<file path="src/rtl/shadow_regs_pkg.sv">
`default_nettype none
// +----------------------------------------------------------------------+
// | Module      : shadow_regs_pkg                                         |
// | Description : Shadow-register frame layout shared by the save and     |
// |               restore paths so the two can never disagree.            |
// | Revision    : 1.0  initial release                                    |
// +----------------------------------------------------------------------+
package shadow_regs_pkg;

  localparam int NUM_SHADOW_SAVES = 16;

  // Frame word positions of the two CSRs; GPRs follow from word 2 onward.
  localparam int FRAME_MEPC_IDX   = 0;
  localparam int FRAME_MCAUSE_IDX = 1;
  localparam int FRAME_GPR_BASE   = 2;

  localparam int NUM_RESTORE_GPRS = 14;

  // GPR number held in frame word (FRAME_GPR_BASE + i); element 0 is the
  // rightmost item. x0 is deliberately absent.
  localparam logic [NUM_RESTORE_GPRS-1:0][4:0] RESTORE_MAP = {
    5'd29, 5'd28, 5'd17, 5'd16, 5'd15, 5'd14, 5'd13,
    5'd12, 5'd11, 5'd10, 5'd7,  5'd6,  5'd5,  5'd1
  };

  typedef enum logic [2:0] {
    IDLE      = 3'd0,
    WAIT_SAVE = 3'd1,
    LOAD      = 3'd2,
    DRAIN     = 3'd3,
    DONE      = 3'd4
  } restore_state_e;

  // Out-of-table indices return x0 so a stray lookup can never hit a live GPR.
  function automatic logic [4:0] restore_map_lookup(input logic [3:0] idx);
    logic [4:0] r_gpr;
    r_gpr = 5'd0;
    if (idx < 4'(NUM_RESTORE_GPRS)) begin
      r_gpr = RESTORE_MAP[idx];
    end
    return r_gpr;
  endfunction

endpackage
`default_nettype wire

</file>
<file path="src/rtl/shadow_register_restorer_if.sv">
`default_nettype none
// +----------------------------------------------------------------------+
// | Module      : shadow_register_restorer_if                             |
// | Description : Dedicated dcache load port used to pop a saved frame.   |
// |               Responses return in request order.                      |
// | Revision    : 1.0  initial release                                    |
// +----------------------------------------------------------------------+
interface shadow_register_restorer_if #(
  parameter int DATA_WIDTH  = 64,
  parameter int PADDR_WIDTH = 56
);

  logic                   ld_req_o;
  logic [PADDR_WIDTH-1:0] ld_addr_o;
  logic                   ld_gnt_i;
  logic                   ld_rvalid_i;
  logic [DATA_WIDTH-1:0]  ld_rdata_i;

  // Restorer side issues requests and consumes data.
  modport master (
    output ld_req_o,
    output ld_addr_o,
    input  ld_gnt_i,
    input  ld_rvalid_i,
    input  ld_rdata_i
  );

  // Dcache side grants requests and returns data.
  modport slave (
    input  ld_req_o,
    input  ld_addr_o,
    output ld_gnt_i,
    output ld_rvalid_i,
    output ld_rdata_i
  );

endinterface
`default_nettype wire

</file>
<file path="src/rtl/shadow_register_restorer.sv">
`default_nettype none
// +----------------------------------------------------------------------+
// | Module      : shadow_register_restorer                                |
// | Description : On mret with a non-zero save level, pops one frame via  |
// |               the dcache load port, writes mepc/mcause and the GPRs   |
// |               back, stalls issue meanwhile and publishes the popped   |
// |               stack pointer.                                          |
// | Revision    : 1.0  initial release                                    |
// +----------------------------------------------------------------------+
module shadow_register_restorer
  import shadow_regs_pkg::*;
#(
  parameter int DATA_WIDTH      = 64,
  parameter int ADDR_WIDTH      = 5,
  parameter int NUM_ENTRIES     = 16,
  parameter int MAX_OUTSTANDING = 2,
  parameter int PADDR_WIDTH     = 56
) (
  input  wire                          clk_i,
  input  wire                          rst_i,
  input  wire                          restore_req_i,
  input  wire                          save_busy_i,
  input  wire  [4:0]                   save_level_i,
  input  wire  [DATA_WIDTH-1:0]        frame_sp_i,
  output logic                         busy_o,
  output logic                         done_o,
  output logic                         level_dec_o,
  output logic [DATA_WIDTH-1:0]        next_sp_o,
  shadow_register_restorer_if.master   ld,
  output logic                         rf_we_o,
  output logic [ADDR_WIDTH-1:0]        rf_waddr_o,
  output logic [DATA_WIDTH-1:0]        rf_wdata_o,
  output logic                         csr_mepc_we_o,
  output logic                         csr_mcause_we_o,
  output logic [DATA_WIDTH-1:0]        csr_wdata_o
);

  localparam int c_WORD_BYTES = DATA_WIDTH / 8;
  localparam int c_IDX_W      = $clog2(NUM_ENTRIES + 1);
  localparam int c_OUT_W      = $clog2(MAX_OUTSTANDING + 1);
  localparam logic [DATA_WIDTH-1:0] c_FRAME_BYTES =
    DATA_WIDTH'(NUM_ENTRIES * c_WORD_BYTES);

  restore_state_e         r_state;
  restore_state_e         w_next_state;
  logic [DATA_WIDTH-1:0]  r_base;
  logic [c_IDX_W-1:0]     r_issue_idx;
  logic [c_IDX_W-1:0]     r_resp_idx;
  logic [c_OUT_W-1:0]     r_outstanding;
  logic                   r_rsp_valid;
  logic [c_IDX_W-1:0]     r_rsp_slot;
  logic [DATA_WIDTH-1:0]  r_rsp_data;

  logic                   w_start;
  logic                   w_req;
  logic                   w_fire;
  logic                   w_rsp_acc;
  logic [DATA_WIDTH-1:0]  w_addr_full;
  logic [3:0]             w_map_idx;
  logic                   w_is_mepc;
  logic                   w_is_mcause;
  logic                   w_is_gpr;

  // A request with save level 0 has nothing to pop and is dropped.
  assign w_start = (r_state == IDLE) && restore_req_i && (save_level_i != 5'd0);

  // Request stays asserted (and address stable) until granted, because
  // issue_idx and the outstanding count only move on grant/response.
  assign w_req = (r_state == LOAD)
              && (r_issue_idx < c_IDX_W'(NUM_ENTRIES))
              && (r_outstanding < c_OUT_W'(MAX_OUTSTANDING));
  assign w_fire = w_req && ld.ld_gnt_i;

  // Responses with nothing outstanding (e.g. in flight across a reset) are dropped.
  assign w_rsp_acc = ld.ld_rvalid_i && (r_outstanding != '0);

  assign w_addr_full = r_base + (DATA_WIDTH'(r_issue_idx) * DATA_WIDTH'(c_WORD_BYTES));
  assign ld.ld_req_o  = w_req;
  assign ld.ld_addr_o = w_req ? PADDR_WIDTH'(w_addr_full) : '0;

  // State register.
  always_ff @(posedge clk_i) begin
    if (rst_i) begin
      r_state <= IDLE;
    end else begin
      r_state <= w_next_state;
    end
  end

  // Next-state decode.
  always_comb begin
    w_next_state = r_state;
    case (r_state)
      IDLE: begin
        if (w_start) begin
          w_next_state = save_busy_i ? WAIT_SAVE : LOAD;
        end
      end
      WAIT_SAVE: begin
        if (!save_busy_i) begin
          w_next_state = LOAD;
        end
      end
      LOAD: begin
        if (r_issue_idx == c_IDX_W'(NUM_ENTRIES)) begin
          w_next_state = DRAIN;
        end
      end
      DRAIN: begin
        // resp_idx reaches the end on the edge that registers the last
        // write, so the final write pulse is already out when DONE begins.
        if (r_resp_idx == c_IDX_W'(NUM_ENTRIES)) begin
          w_next_state = DONE;
        end
      end
      DONE:    w_next_state = IDLE;
      default: w_next_state = IDLE;
    endcase
  end

  // Frame base, issue/response indices and outstanding-request count.
  always_ff @(posedge clk_i) begin
    if (rst_i) begin
      r_base        <= '0;
      r_issue_idx   <= '0;
      r_resp_idx    <= '0;
      r_outstanding <= '0;
    end else begin
      if (r_state == IDLE) begin
        r_issue_idx <= '0;
        r_resp_idx  <= '0;
        if (restore_req_i) begin
          r_base <= frame_sp_i;
        end
      end else begin
        if (w_fire) begin
          r_issue_idx <= r_issue_idx + c_IDX_W'(1);
        end
        if (w_rsp_acc) begin
          r_resp_idx <= r_resp_idx + c_IDX_W'(1);
        end
      end
      case ({w_fire, w_rsp_acc})
        2'b10:   r_outstanding <= r_outstanding + c_OUT_W'(1);
        2'b01:   r_outstanding <= r_outstanding - c_OUT_W'(1);
        default: r_outstanding <= r_outstanding;
      endcase
    end
  end

  // Register each accepted response together with its frame slot.
  always_ff @(posedge clk_i) begin
    if (rst_i) begin
      r_rsp_valid <= 1'b0;
      r_rsp_slot  <= '0;
      r_rsp_data  <= '0;
    end else begin
      r_rsp_valid <= w_rsp_acc;
      if (w_rsp_acc) begin
        r_rsp_slot <= r_resp_idx;
        r_rsp_data <= ld.ld_rdata_i;
      end
    end
  end

  assign w_is_mepc   = r_rsp_valid && (r_rsp_slot == c_IDX_W'(FRAME_MEPC_IDX));
  assign w_is_mcause = r_rsp_valid && (r_rsp_slot == c_IDX_W'(FRAME_MCAUSE_IDX));
  assign w_is_gpr    = r_rsp_valid && (r_rsp_slot >= c_IDX_W'(FRAME_GPR_BASE));
  assign w_map_idx   = 4'(r_rsp_slot - c_IDX_W'(FRAME_GPR_BASE));

  assign csr_mepc_we_o   = w_is_mepc;
  assign csr_mcause_we_o = w_is_mcause;
  assign csr_wdata_o     = (w_is_mepc || w_is_mcause) ? r_rsp_data : '0;

  assign rf_we_o    = w_is_gpr;
  assign rf_waddr_o = w_is_gpr ? ADDR_WIDTH'(restore_map_lookup(w_map_idx)) : '0;
  assign rf_wdata_o = w_is_gpr ? r_rsp_data : '0;

  assign busy_o      = (r_state != IDLE);
  assign done_o      = (r_state == DONE);
  assign level_dec_o = (r_state == DONE);
  assign next_sp_o   = (r_state == DONE) ? (r_base + c_FRAME_BYTES) : '0;

endmodule
`default_nettype wire

</file>
<file path="src/flat_wrapper.sv">
// flat-port wrapper written by rule: the top's interface ports become plain ports
module shadow_register_restorer_flat import shadow_regs_pkg::*;
#(
  parameter int DATA_WIDTH      = 64,
  parameter int ADDR_WIDTH      = 5,
  parameter int NUM_ENTRIES     = 16,
  parameter int MAX_OUTSTANDING = 2,
  parameter int PADDR_WIDTH     = 56
)
  (clk_i, rst_i, restore_req_i, save_busy_i, save_level_i, frame_sp_i, busy_o, done_o, level_dec_o, next_sp_o, rf_we_o, rf_waddr_o, rf_wdata_o, csr_mepc_we_o, csr_mcause_we_o, csr_wdata_o, ld_ld_req_o, ld_ld_addr_o, ld_ld_gnt_i, ld_ld_rvalid_i, ld_ld_rdata_i);
  shadow_register_restorer_if #(.DATA_WIDTH(DATA_WIDTH), .PADDR_WIDTH(PADDR_WIDTH)) ld_i ();
  input  wire clk_i;
  input  wire rst_i;
  input  wire restore_req_i;
  input  wire save_busy_i;
  input  wire  [4:0] save_level_i;
  input  wire  [DATA_WIDTH-1:0] frame_sp_i;
  output logic busy_o;
  output logic done_o;
  output logic level_dec_o;
  output logic [DATA_WIDTH-1:0] next_sp_o;
  output logic rf_we_o;
  output logic [ADDR_WIDTH-1:0] rf_waddr_o;
  output logic [DATA_WIDTH-1:0] rf_wdata_o;
  output logic csr_mepc_we_o;
  output logic csr_mcause_we_o;
  output logic [DATA_WIDTH-1:0] csr_wdata_o;
  output wire logic [$bits(ld_i.ld_req_o)-1:0] ld_ld_req_o;
  output wire logic [$bits(ld_i.ld_addr_o)-1:0] ld_ld_addr_o;
  input wire logic [$bits(ld_i.ld_gnt_i)-1:0] ld_ld_gnt_i;
  input wire logic [$bits(ld_i.ld_rvalid_i)-1:0] ld_ld_rvalid_i;
  input wire logic [$bits(ld_i.ld_rdata_i)-1:0] ld_ld_rdata_i;
  assign ld_ld_req_o = ld_i.ld_req_o;
  assign ld_ld_addr_o = ld_i.ld_addr_o;
  assign ld_i.ld_gnt_i = ld_ld_gnt_i;
  assign ld_i.ld_rvalid_i = ld_ld_rvalid_i;
  assign ld_i.ld_rdata_i = ld_ld_rdata_i;
  shadow_register_restorer #(.DATA_WIDTH(DATA_WIDTH), .ADDR_WIDTH(ADDR_WIDTH), .NUM_ENTRIES(NUM_ENTRIES), .MAX_OUTSTANDING(MAX_OUTSTANDING), .PADDR_WIDTH(PADDR_WIDTH)) u_core (.clk_i(clk_i), .rst_i(rst_i), .restore_req_i(restore_req_i), .save_busy_i(save_busy_i), .save_level_i(save_level_i), .frame_sp_i(frame_sp_i), .busy_o(busy_o), .done_o(done_o), .level_dec_o(level_dec_o), .next_sp_o(next_sp_o), .ld(ld_i), .rf_we_o(rf_we_o), .rf_waddr_o(rf_waddr_o), .rf_wdata_o(rf_wdata_o), .csr_mepc_we_o(csr_mepc_we_o), .csr_mcause_we_o(csr_mcause_we_o), .csr_wdata_o(csr_wdata_o));
endmodule
</file>
<file path="config.mk">
export PLATFORM = sky130hd
export DESIGN_NAME = shadow_register_restorer_flat
export DESIGN_NICKNAME = d
export VERILOG_FILES = /design/src/rtl/shadow_regs_pkg.sv /design/src/rtl/shadow_register_restorer_if.sv /design/src/rtl/shadow_register_restorer.sv /design/src/flat_wrapper.sv
export SDC_FILE = /design/constraint.sdc
export NUM_CORES = 1
export LEC_CHECK = 0
export BUFFER_PORTS_ARGS = -buffer_cell sky130_fd_sc_hd__buf_4
export CAP_MARGIN = 40
export CORE_MARGIN = 2
export CORE_UTILIZATION = 25
export CTS_CLUSTER_SIZE = 12
export DETAILED_ROUTE_END_ITERATION = 10
export HOLD_SLACK_MARGIN = 0.08
export PLACE_DENSITY = 0.46
export SETUP_SLACK_MARGIN = 0.2
export SKIP_LAST_GASP = 1
export SLEW_MARGIN = 20
export SYNTH_ARGS = -nofsm -noshare
export SYNTH_HDL_FRONTEND = slang
export SYNTH_SLANG_ARGS = --single-unit
</file>
<file path="constraint.sdc">
create_clock -name clk_i -period 2.7 [get_ports clk_i]
set_clock_uncertainty 0.15 [all_clocks]
set_input_delay 0.405 -clock clk_i [delete_from_list [all_inputs] [get_ports clk_i]]
set_output_delay 0.405 -clock clk_i [all_outputs]
set_load 0.05 [all_outputs]
</file>
==> metrics.md <==
| Metric | Value |
|---|---|
| Setup ws final | -0.5467 ns |
| Port bufs | 398 |
| DRC | 0 |
| Crit path kind | flip-flop to primary output |
| Dpl cells | 2397 |
| CTS Buf Count | 17 |
| Cells after Synth | 1373 |
| Crit-path cells | ha_4 > fa_2 > a211oi_4 > o21bai_4 > nand4_1 > buf_4 > or4_4 > a21oi_4 > buf_6 |
| Internal | 4.911 mW |
| Hold path startpoint | frame_sp_i[15] |
| Share of synthesized cell area in full adder, half adder and majority cells | 2.183% |
| Switching Power | 2.377 mW |
| Fmax | 0.3080 GHz |
| Starting Density | 25.32% |
| Pins Over Slew Limit | 0 |
| Peak supply drop | 0.4360 mV |
| CTS clk-pin slew, worst paths | 0.07 ns |
| Initial antenna violation count | 4 |
| Post-Syn Area | 9513 sq um |
| Final hold violations | 0 |
| Synth Area in Compound Gates | 15.55% |
| PD cells | 338.1 nW/um^2 |
| Most common cell after layout, fill and taps aside | buf_4 |
| Min Tclk post-route | 3.247 ns |
| Comb power frac | 26.6% |
| Largest net degree at the start of global routing | 100 |
| Yosys cell types | 52 |
| DR WL/cell | 19.37 um |
| Reg-to-reg slack, setup | 0.63 ns |
| Via-per-instance ratio | 4.824 |
| Worst Path Buf+Inv | 2 |
| Overall power | 7.288 mW |
| Tot GR Track Use | 24.07% |
| Final #Nets | 2289 |
| Synth Area in XOR/XNOR | 5.892% |
| Crit end category | primary output |
| Top cells by area, synth | dfxtp_1 31%, nand2_1 13%, a21oi_1 9.9% |
| Top FF cell, synth | dfxtp_1 |
| FP Rows | 71 |
| Die X-Extent | 199.1 um |
| Slew @ Worst Pin | 0.8245 ns |
| Reg-to-reg critical path endpoint | u_core.r_outstanding[1]$_SDFFE_PP0P_ |
| Synthesis-to-layout area growth | 126.6% |
| Hold depth | 3 |
| Sw Share | 32.61% |
| Post-route cell area | 21550 sq um |
| Simple-Gate Fraction of Synth Area | 39.16% |
| Failing checks | setup timing |
| Slowest cell on crit path | or4_4 |
| FF-to-FF Start | u_core.r_issue_idx[4]$_SDFFE_PP0P_ |
| Drt total wl | 51.55 mm |
| Count of non-filler cells in the finished layout | 2662 |
| Fin util | 57.36% |
| Share of the synthesized area in the top cell type | 31.36% |
| Vias in the first global route | 12570 |
| Crit. path cell count | 9 |
| Setup violators final | 96 |
| Floorplan core area | 37580 sq um |
| Max-slew headroom | 45.03% |
| Total grt overflow | 0 |
| Dominant cell type by area after synthesis | dfxtp_1 |
| Clock buffer depth | 2 |
| Final period utilization | 120.2% |
| DRT iter0 DRCs | 708 |
| Worst r2r path cells | 8 |
| Async SR Flop Fraction | 0% |
| TritonCTS clock tree | done |
| DPL Wire Length | 33.55 mm |
| Setup_tns | -29.10 ns |
| Min-Delay Endpoint | u_core.r_base[15]$_SDFFE_PP0P_ |
| RSZ-0062 raised after global routing | true |
| Clock network power share | 37.9% |
| Die area | 39630 sq um |
| Root Buffer Master | clkbuf_16 |
| Worst path max stage delay | 0.42 ns |
| H-Tree Depth | 4 |
| Post-synthesis sequential area ratio | 31.36% |
| Hold slack | 0.08342 ns |
| Yosys warns | 0 |
| Cell family with most CP delay | simple AND/OR/NAND/NOR gates |
| DP Area | 15520 sq um |
| Layout cell share with drive strength beyond 1 | 56.08% |
| Synth Register Bits | 149 |
| Die height | 199.1 um |
| Vias | 12840 |
| CP Launch Type | flip-flop |
| Max Cap Violations | 0 |
| First-pass GRT wire length | 72.62 mm |
| Post-synth net total | 1528 |
| Pre-CTS worst setup slack | -0.3042 ns |
| Status | finished, violations left |
| Drt first pass iters | 5 |
| Main combinational cell family by area after synthesis | simple AND/OR/NAND/NOR gates |
| DRT antenna net count | 0 |
| # clock sinks | 149 |
| Multiplexer area fraction after synthesis | 0.2104% |
| Most frequent cells in the layout | 434 x buf_4, 301 x nand2_1, 165 x buf_6 |
| Worst EP required | 2.14 ns |
| CP Data Arrival Time | 2.69 ns |
| Pleak | 8.571 nW |
| Num ports | 399 |
| GP Congestion | 0.8894 |
| Post-Syn Area per Cell | 6.929 sq um |
| Flop pwr share | 35.5% |
| Post-synth EDFFs | 0 |
| Skew-Pair Late Insertion Delay | 0.44 ns |
| Worst Hold Class | input pin to flip-flop |
| Worst-path fanout max | 6 |
## area by class of cell
class | instances | area, sq um
inverters | 15 | 70.07
clock buffers | 20 | 446.7
fillers | 3335 | 16020
repair buffers | 857 | 8705
flip-flops and latches | 149 | 3093
multi-input cells | 1094 | 8376
clock inverters | 12 | 214.0
diodes | 4 | 10.01
well taps | 511 | 639.4
## power by group through the flow
| stage | registers, mW | clock network, mW | logic (mW) |
|---|---|---|---|
| floorplan | 2.54 | 0 | 0.971 |
| global placement | 2.60 | 0 | 1.61 |
| detailed placement | 2.61 | 0 | 1.62 |
| CTS | 2.57 | 2.81 | 1.88 |
| global route | 2.62 | 2.90 | 2.09 |
| finish | 2.59 | 2.76 | 1.94 |
## cell usage after synthesis (3+ instances only)
library cell / number
or2_2: 4
dfxtp_1: 149
clkbuf_1: 81
a21boi_0: 3
xor2_1: 44
nor3_1: 14
nand2b_1: 4
buf_1: 4
inv_1: 14
or4_1: 27
o21ai_0: 27
a211oi_1: 8
and3_1: 7
buf_2: 27
nor2_1: 89
nor2b_1: 4
and2_1: 146
nand4_1: 36
xnor2_1: 20
a21oi_1: 188
and4_1: 6
nor3_2: 3
o211ai_1: 5
o31ai_1: 25
buf_4: 3
nand3_1: 36
nand2_1: 318
or3_1: 25
ha_1: 15
nor4_1: 8
## routing by layer
layer | routed length, um | track usage (%) | up-vias
li1 | - | - | 6160
met3 | 2562 | 3.949 | 76
met1 | 21640 | 30.01 | 6209
met4 | 1571 | 8.541 | 0
met2 | 25780 | 41.75 | 396
met5 | 0 | 0 | -
## kinds of logic (layout without fill, tap and decap cells)
kind of cell / count (synthesis) / count (layout)
xor gates and xnor gates: 64 / 64
adders and majority gates: 16 / 16
buffers and inverters: 131 / 904
muxes: 2 / 2
DFF: 149 / 149
other: 0 / 4
and+or+nand+nor: 742 / 743
AOI/OAI and AO/OA: 269 / 269
## flip-flops by register name, summed over array words and instances, names as in the netlist
register,cells
u_core.r_rsp_valid,1
u_core.r_issue_idx,5
u_core.r_outstanding,2
u_core.r_state,3
u_core.r_rsp_slot,5
u_core.r_resp_idx,5
u_core.r_base,64
u_core.r_rsp_data,64
## worst max-delay path by stage
stage	startpoint	endpoint	slack, ns
floorplan	u_core.r_base[7]$_SDFFE_PP0P_	ld_ld_addr_o[55]	-0.06
global placement	u_core.r_base[3]$_SDFFE_PP0P_	ld_ld_addr_o[39]	-0.23
detailed placement	u_core.r_base[3]$_SDFFE_PP0P_	ld_ld_addr_o[55]	-0.30
CTS	u_core.r_issue_idx[0]$_SDFFE_PP0P_	ld_ld_addr_o[55]	-0.57
global route	u_core.r_issue_idx[0]$_SDFFE_PP0P_	ld_ld_addr_o[47]	-0.60
finish	u_core.r_issue_idx[0]$_SDFFE_PP0P_	ld_ld_addr_o[47]	-0.55
## repair_timing
item / CTS / global route
pin swaps: 103 / 122
cloned: 13 / 8
setup buffers: 61 / 27
resized for setup: 448 / 305
setup endpoints to repair: 258 / 221
hold buffers: 120 / 0
endpoints found under the hold margin: 120 / 0
## worst register-to-register path, stage by stage, from the launching register on
cell	delay [ns]
dfxtp_2	0.33
buf_4	0.15
nor2_2	0.14
nand3_4	0.14
inv_4	0.13
nand2_1	0.12
ha_1	0.33
or3_1	0.37
a21oi_1	0.14
(Power assumes the default switching activity.)
